===== src/rtl/dmux_pkg.sv =====
// dmux_pkg: shared constants, the buffered entry type and the lane decode
// used by the dmux4_stream slice.
package dmux_pkg;

  localparam int DMUX_WIDTH = 16;  // default payload width
  localparam int LANES      = 4;   // number of output lanes
  localparam int CNT_W      = 16;  // width of each per-lane pop counter

  // One buffered transfer at the default payload width: destination lane
  // in the upper bits, payload below it.
  typedef struct packed {
    logic [1:0]            sel;
    logic [DMUX_WIDTH-1:0] data;
  } entry_t;

  // Lane number to one-hot lane mask.
  function automatic logic [LANES-1:0] lane_onehot(input logic [1:0] sel);
    logic [LANES-1:0] mask;
    mask      = '0;
    mask[sel] = 1'b1;
    return mask;
  endfunction

endpackage


===== src/rtl/dmux4_stream_fifo2.sv =====
// fifo2: generic 2-entry in-order valid/ready FIFO.
// The push side ready is registered, so it depends only on the occupancy and
// never on the pop side handshake of the same cycle: a full FIFO refuses a
// push even while it is being popped.
module fifo2 #(
  parameter int DW    = 18,
  parameter int DEPTH = 2
) (
  input  logic          clk,
  input  logic          rst,
  input  logic          push_valid_i,
  output logic          push_ready_o,
  input  logic [DW-1:0] push_data_i,
  output logic          pop_valid_o,
  input  logic          pop_ready_i,
  output logic [DW-1:0] pop_data_o
);

  logic [DW-1:0] mem_q [2];
  logic          wr_ptr_q, wr_ptr_d;
  logic          rd_ptr_q, rd_ptr_d;
  logic [1:0]    count_q, count_d;
  logic          ready_q;
  logic          push;
  logic          pop;

  assign push = push_valid_i & ready_q;
  assign pop  = pop_ready_i & (count_q != 2'd0);

  // Next pointers and occupancy from this cycle's push/pop handshakes.
  always_comb begin
    // NOTE: every combinational output gets a default first, so no path
    // through this block can leave a value unassigned and infer a latch.
    wr_ptr_d = wr_ptr_q;
    rd_ptr_d = rd_ptr_q;
    count_d  = count_q;
    if (push) wr_ptr_d = ~wr_ptr_q;
    if (pop)  rd_ptr_d = ~rd_ptr_q;
    case ({push, pop})
      2'b10:   count_d = count_q + 2'd1;
      2'b01:   count_d = count_q - 2'd1;
      default: count_d = count_q;
    endcase
  end

  // Pointer, occupancy and registered push-ready state.
  always_ff @(posedge clk or posedge rst) begin
    // NOTE: state registers use non-blocking assignments so every flop
    // samples the pre-edge values regardless of statement order.
    if (rst) begin
      wr_ptr_q <= 1'b0;
      rd_ptr_q <= 1'b0;
      count_q  <= 2'd0;
      ready_q  <= 1'b0;
    end else begin
      wr_ptr_q <= wr_ptr_d;
      rd_ptr_q <= rd_ptr_d;
      count_q  <= count_d;
      ready_q  <= (count_d < 2'(DEPTH));
    end
  end

  // Entry storage, written at the write pointer on an accepted push.
  always_ff @(posedge clk) begin
    // NOTE: storage is deliberately not reset; the occupancy count alone
    // decides whether an entry is live, so stale contents are never visible.
    if (push) mem_q[wr_ptr_q] <= push_data_i;
  end

  assign push_ready_o = ready_q;
  assign pop_valid_o  = (count_q != 2'd0);
  assign pop_data_o   = mem_q[rd_ptr_q];

endmodule


===== src/rtl/dmux4_stream.sv =====
// dmux4_stream: 1-to-4 stream demultiplexer with a 2-entry buffer.
// Each accepted {in_sel, in_data} pair is delivered exactly once, in order,
// to the lane named by in_sel. out_data is shared by all lanes and holds its
// last value while the buffer is empty.
// Optional feature: define DMUX_CNT_EN to add the per-lane pop counter
// output cnt (lane n at bits [16n+15:16n]).
module dmux4_stream
  import dmux_pkg::*;
#(
  parameter int WIDTH = DMUX_WIDTH,
  parameter int DEPTH = 2
) (
  input  logic             clk,
  input  logic             reset,
  input  logic [WIDTH-1:0] in_data,
  input  logic [1:0]       in_sel,
  input  logic             in_valid,
  output logic             in_ready,
  output logic [WIDTH-1:0] out_data,
  output logic [3:0]       out_valid,
  input  logic [3:0]       out_ready
`ifdef DMUX_CNT_EN
  ,
  output logic [LANES*CNT_W-1:0] cnt
`endif
);

  // Entry at this instance's payload width; same layout as dmux_pkg::entry_t.
  typedef struct packed {
    logic [1:0]       sel;
    logic [WIDTH-1:0] data;
  } lane_entry_t;

  lane_entry_t      push_entry;
  lane_entry_t      head;
  logic             head_valid;
  logic [LANES-1:0] head_mask;
  logic             pop;
  logic [WIDTH-1:0] last_data_q;

  assign push_entry = '{sel: in_sel, data: in_data};

  fifo2 #(
    .DW    ($bits(lane_entry_t)),
    .DEPTH (DEPTH)
  ) u_fifo (
    .clk          (clk),
    .rst          (reset),
    .push_valid_i (in_valid),
    .push_ready_o (in_ready),
    .push_data_i  (push_entry),
    .pop_valid_o  (head_valid),
    .pop_ready_i  (pop),
    .pop_data_o   (head)
  );

  // Only the selected lane's ready can retire the head.
  assign head_mask = lane_onehot(head.sel);
  assign out_valid = head_valid ? head_mask : '0;
  assign pop       = |(out_valid & out_ready);
  assign out_data  = head_valid ? head.data : last_data_q;

  // Remember the head payload so out_data holds it once the buffer drains.
  always_ff @(posedge clk or posedge reset) begin
    if (reset) begin
      last_data_q <= '0;
    end else if (head_valid) begin
      last_data_q <= head.data;
    end
  end

`ifdef DMUX_CNT_EN
  logic [CNT_W-1:0] cnt_q [LANES];

  // Count completed pops per lane; each counter wraps naturally at 16 bits.
  always_ff @(posedge clk or posedge reset) begin
    if (reset) begin
      for (int n = 0; n < LANES; n++) cnt_q[n] <= '0;
    end else if (pop) begin
      cnt_q[head.sel] <= cnt_q[head.sel] + 1'b1;
    end
  end

  for (genvar n = 0; n < LANES; n++) begin : g_cnt
    assign cnt[n*CNT_W +: CNT_W] = cnt_q[n];
  end
`endif

endmodule


===== config.mk =====
export PLATFORM = sky130hd
export DESIGN_NAME = dmux4_stream
export DESIGN_NICKNAME = d
export VERILOG_FILES = /design/src/rtl/dmux_pkg.sv /design/src/rtl/dmux4_stream_fifo2.sv /design/src/rtl/dmux4_stream.sv
export SDC_FILE = /design/constraint.sdc
export NUM_CORES = 1
export LEC_CHECK = 0
export ABC_AREA = 1
export CAP_MARGIN = 20
export CORE_UTILIZATION = 50
export DETAILED_ROUTE_END_ITERATION = 12
export PLACE_DENSITY = 0.8
export SETUP_SLACK_MARGIN = 0.2
export SYNTH_ARGS = -nofsm -noshare
export SYNTH_HDL_FRONTEND = slang
export SYNTH_HIERARCHICAL = 1
export SYNTH_SLANG_ARGS = --single-unit

===== constraint.sdc =====
create_clock -name clk -period 2.8 [get_ports clk]
set_clock_uncertainty 0.15 [all_clocks]
set_input_delay 0.84 -clock clk [delete_from_list [all_inputs] [get_ports clk]]
set_output_delay 0.84 -clock clk [all_outputs]
set_load 0.05 [all_outputs]

Yosys cells after proc, flatten, opt, wreduce, memory -nomap -nowiden
Memory sizes are Yosys's and may differ from the RTL's. Index checks and enable logic that the tools add are counted.

Register bits after elaboration: 21. Memory bits (writable): 36. Input bits: 25. Output and inout bits: 21. Word-level logic and storage cells: 28. Memories kept: 1.

Memory list: u_fifo.mem_q (words 2, bits a word 18, read ports 1, clocked after memory_dff 0, write ports 1, RTL line dmux4_stream_fifo2.sv:19) `logic [DW-1:0] mem_q [2];`.

$add $sub $neg: 2. Magnitude comparators: 3. Eq/ne operators: 2. Muxes and demuxes: 7. Bitwise logic cells: 5. Reduce and logical (&&, ||, !) cells: 3.

Operators with widths (number): 16-bit 2-to-1 mux (1); 4-bit bitwise AND (1); 4-bit 2-to-1 mux (1); 2-bit case mux with 2 select lines (1); 4-bit OR reduction (1); 2-bit by 3-bit less-than comparator with 1-bit output (second input constant) (1); 1-bit 2-to-1 mux (3); 2-bit by 1-bit adder with 2-bit output (second input constant) (1); 1-bit bitwise AND (2); 1-bit demux with 2-bit select (1); 2-bit by 1-bit == test with 1-bit output (second input constant) (1); 2-bit == test (second input constant) (1); 2-bit by 1-bit >= comparator with 1-bit output (second input constant) (1); 2-bit less-than comparator (second input constant) (1); 1-bit inverter (2); 2-bit nonzero test (1); 2-bit by 1-bit subtractor with 2-bit output (second input constant) (1); 1-bit logical AND (1).

Logic depth before layout (Yosys ltp)
An unclocked memory read counts as a cell.

Word-level depth: 12. Depth in mapped cells: 17.

Hierarchy
The synthesis kept the hierarchy.

By module, submodules not included: fifo2 (times used 1, cells an instance 84, area an instance 1587.8 um2, seq. area each 1206.2 um2); dmux4_stream (times used 1, cells an instance 88, area an instance 705.7 um2, seq. area each 400.4 um2).

Worst setup path after synthesis
No wires, ideal clock.

Kind: register to output. Start point: register u_fifo.rd_ptr_q. End point: output out_valid[0]. Arrival: 2054 ps. Data required time: 1810 ps. Path slack: -244 ps. Stages on the path, launching flop included: 5. Buffers on the path: 2. Cells stage by stage: dfrtp_1 > buf_6 > buf_12 > mux2_4 > nor3_1.

RTL lines: start, declared (RTL line dmux4_stream_fifo2.sv:21) `logic rd_ptr_q, rd_ptr_d;`; start signal, assigned (RTL line dmux4_stream_fifo2.sv:57) `rd_ptr_q <= rd_ptr_d;`; end, declared (RTL line dmux4_stream.sv:20) `output logic [3:0] out_valid,`.

==> impl_metrics.json <==
{
  "status": "finished, final reports clean",
  "crit_slowest_cell": "dfrtp_2",
  "netlist_instances": 172,
  "cp.arrival_ps": 1620,
  "worst_pin_slew_ps": 627,
  "critPathKind": "reg2out",
  "crit_chain": "mux2_4, nor3_4, buf_12",
  "yosys.area.top_type": "edfxtp_1",
  "min_path_type": "reg2reg",
  "overflow": 0,
  "ant_nets": 0,
  "rows": 24,
  "hpwl_um": 2690,
  "max_freq_ghz": 0.384,
  "ys_top_cells_by_area": "edfxtp_1 (47%), dfrtp_1 (23%), nand2_1 (9.3%)",
  "clk_path_buf_depth": 2,
  "place.port_buffers": 45,
  "ys_async_sr_fraction_pct": 36.8,
  "drive_gt1_share_pct": 44.2,
  "path_max_fanout": 5,
  "setup_tns_ps": 0,
  "crit_path_start_kind": "flop",
  "multi_input_area_um2": 751,
  "chipWidth_um": 69.7,
  "critical_path_buf_inv_count": 1,
  "ys_warn_count": 6,
  "synth_commonest_cells": "nand2_1 (57), edfxtp_1 (36), dfrtp_1 (21)",
  "grt_pass1_wl_um": 6800,
  "cpPeakStageDelay_ps": 480,
  "maxCapViolations": 0,
  "ys.flop_type": "edfxtp_1",
  "syn_nets": 198,
  "antenna_found_initial": 0,
  "place_congestion": 0.721,
  "die_height_um": 69.7,
  "slew_headroom_pct": 58.2,
  "clock-sinks": 57,
  "ys_seq_area_share_pct": 70.0,
  "ys_types": 19,
  "fillers": 234,
  "clk_pin_slew_ps": 60,
  "grt_usage_pct": 19.4,
  "cp-startpoint": "u_fifo/rd_ptr_q$_DFFE_PP0P_",
  "period_minus_slack_ps": 2610,
  "ys_ff_latch": 57,
  "timing.final.ws_setup_ps": 193,
  "fin_nets": 261,
  "drv_slew": 0,
  "cp.required_ps": 1810,
  "die-area_mm2": 0.00486,
  "crit_path_end_kind": "output port",
  "drt_first_pass_iters": 4,
  "area_delta_synth_final_pct": 51.5,
  "synthesis.area_mm2": 0.00229,
  "synthDominantCellAreaShare_pct": 47.1,
  "cts_tree": "done",
  "vias": 1471,
  "cts-hold-fix-buffers": 0,
  "io_pins": 46,
  "synth_edf_count": 36,
  "drt_iter0_markers": 82,
  "synth.avg_cell_area_um2": 13.3,
  "wirelength_um": 4640,
  "grt_pass1_vias": 1488,
  "hold_viol": 0,
  "viasPerCell": 5.04,
  "core_area_mm2": 0.00438,
  "rr_startpoint": "u_fifo/rd_ptr_q$_DFFE_PP0P_",
  "diodes": 0,
  "grt_max_degree": 22,
  "initial_core_util_pct": 52.3,
  "clk_latency_ps": 330,
  "setup_viol": 0,
  "yosysMostFrequentCell": "nand2_1",
  "place_ws_ps": 237,
  "final-seq-area_mm2": 0.00161,
  "wl_per_cell_um": 15.9,
  "cts_root_buf": "clkbuf_8",
  "cts_buffers": 9,
  "rsz0062_at_grt": "yes",
  "htreeDepth": 3,
  "critical_path.top_delay_family": "flip-flops",
  "min_period_over_period_pct": 93.1,
  "drc": 0,
  "hold_path_startpoint": "last_data_q[7]$_DFF_PP0_"
}
==> per-layer routing <==
| metal | vias up | global-route usage, % | part of all wire (%) |
|---|---|---|---|
| li1 | 697 | - | - |
| met1 | 729 | 19.8 | 38 |
| met2 | 35 | 33.7 | 56 |
| met3 | 10 | 6.40 | 3.8 |
| met4 | 0 | 12.9 | 1.6 |
| met5 | - | 0 | 0 |
==> through the flow <==
stage	utilization [%]	cells	hold slack (ps)	cell area, um2
after detailed placement	68.8	271	335	3020
after global routing	79.3	292	384	3470
after floorplan	-	172	309	2300
after CTS	74.4	288	357	3260
final	79.3	292	362	3470
after global placement	68.8	271	325	3020
==> worst register-to-register path: stages (launching register included) <==
cell,delay [ps]
dfrtp_2,480
mux2_4,390
nand3_1,160
nor2_1,60
nor2_1,100
nand2_1,70
nand2_1,120
inv_1,80
ha_1,320
inv_1,60
nand3_1,90
nand2_1,70
nand2_1,90
inv_1,50
==> sequential cells by signal, indices dropped and copies added, names as in the netlist, named ones only <==
signal	cells
u_fifo/mem_q	36
last_data_q	16
u_fifo/count_q	1
u_fifo/push_ready_o	1
u_fifo/rd_ptr_q	1
u_fifo/wr_ptr_q	1
==> repair_timing <==
action                     4_1_cts  5_1_grt
resized for setup                9       57
pin swaps                        0       27
buffers inserted                 1        4
setup endpoints to repair       18       20
==> kinds of logic (layout without fill, tap and decap cells) <==
| kind of cell | count (synthesis) | in the layout | share of synthesized area (%) |
|---|---|---|---|
| xor+xnor | 3 | 3 | 1.15 |
| fa+ha+maj | 1 | 1 | 0.545 |
| buf+inv | 22 | 90 | 5.46 |
| flops | 57 | 57 | 70.0 |
| mux | 18 | 18 | 10.3 |
| simple gates | 71 | 71 | 12.5 |
==> placed cells by master, fill, tap and decap left out <==
cell / n
buf_12: 21
buf_4: 9
buf_8: 2
bufinv_16: 2
clkbuf_8: 9
clkdlybuf4s50_1: 25
clkinv_1: 2
clkinv_2: 2
clkinvlp_4: 1
dfrtp_1: 20
dfrtp_2: 1
edfxtp_1: 36
ha_1: 1
inv_1: 14
inv_4: 2
inv_6: 1
mux2_4: 18
nand2_1: 25
nand2_2: 24
nand2_4: 8
nand3_1: 3
nand3_4: 1
nand4_1: 2
nor2_1: 3
nor2_2: 3
nor3_4: 2
xnor2_1: 2
xor2_1: 1
==> final timing paths <==
check / to / slack [ps] / cells past startpoint
setup / recovery: out_valid[0] / 190 / 3
max in group asynchronous: last_data_q[2]$_DFF_PP0_ / 1300 / 2
hold / removal: last_data_q[7]$_DFF_PP0_ / 360 / 2
setup reg to reg: u_fifo/push_ready_o$_DFF_PP0_ / 390 / 13
min in group asynchronous: u_fifo/count_q[0]$_DFFE_PP0N_ / 620 / 2
hold reg to reg: last_data_q[7]$_DFF_PP0_ / 360 / 2
==> layout make-up <==
type                       count  area share [%]
timing repair buffer          57            22.1
clock buffer                   9            3.57
multi-input combinational     93            21.6
tap                           52            1.87
inverter                      17            2.12
sequential                    57            46.3
clock inverter                 7            2.45
Power is left out: the tool's default activity adds up to more than one toggle a clock period on the data nets, which glitch-free logic cannot reach.
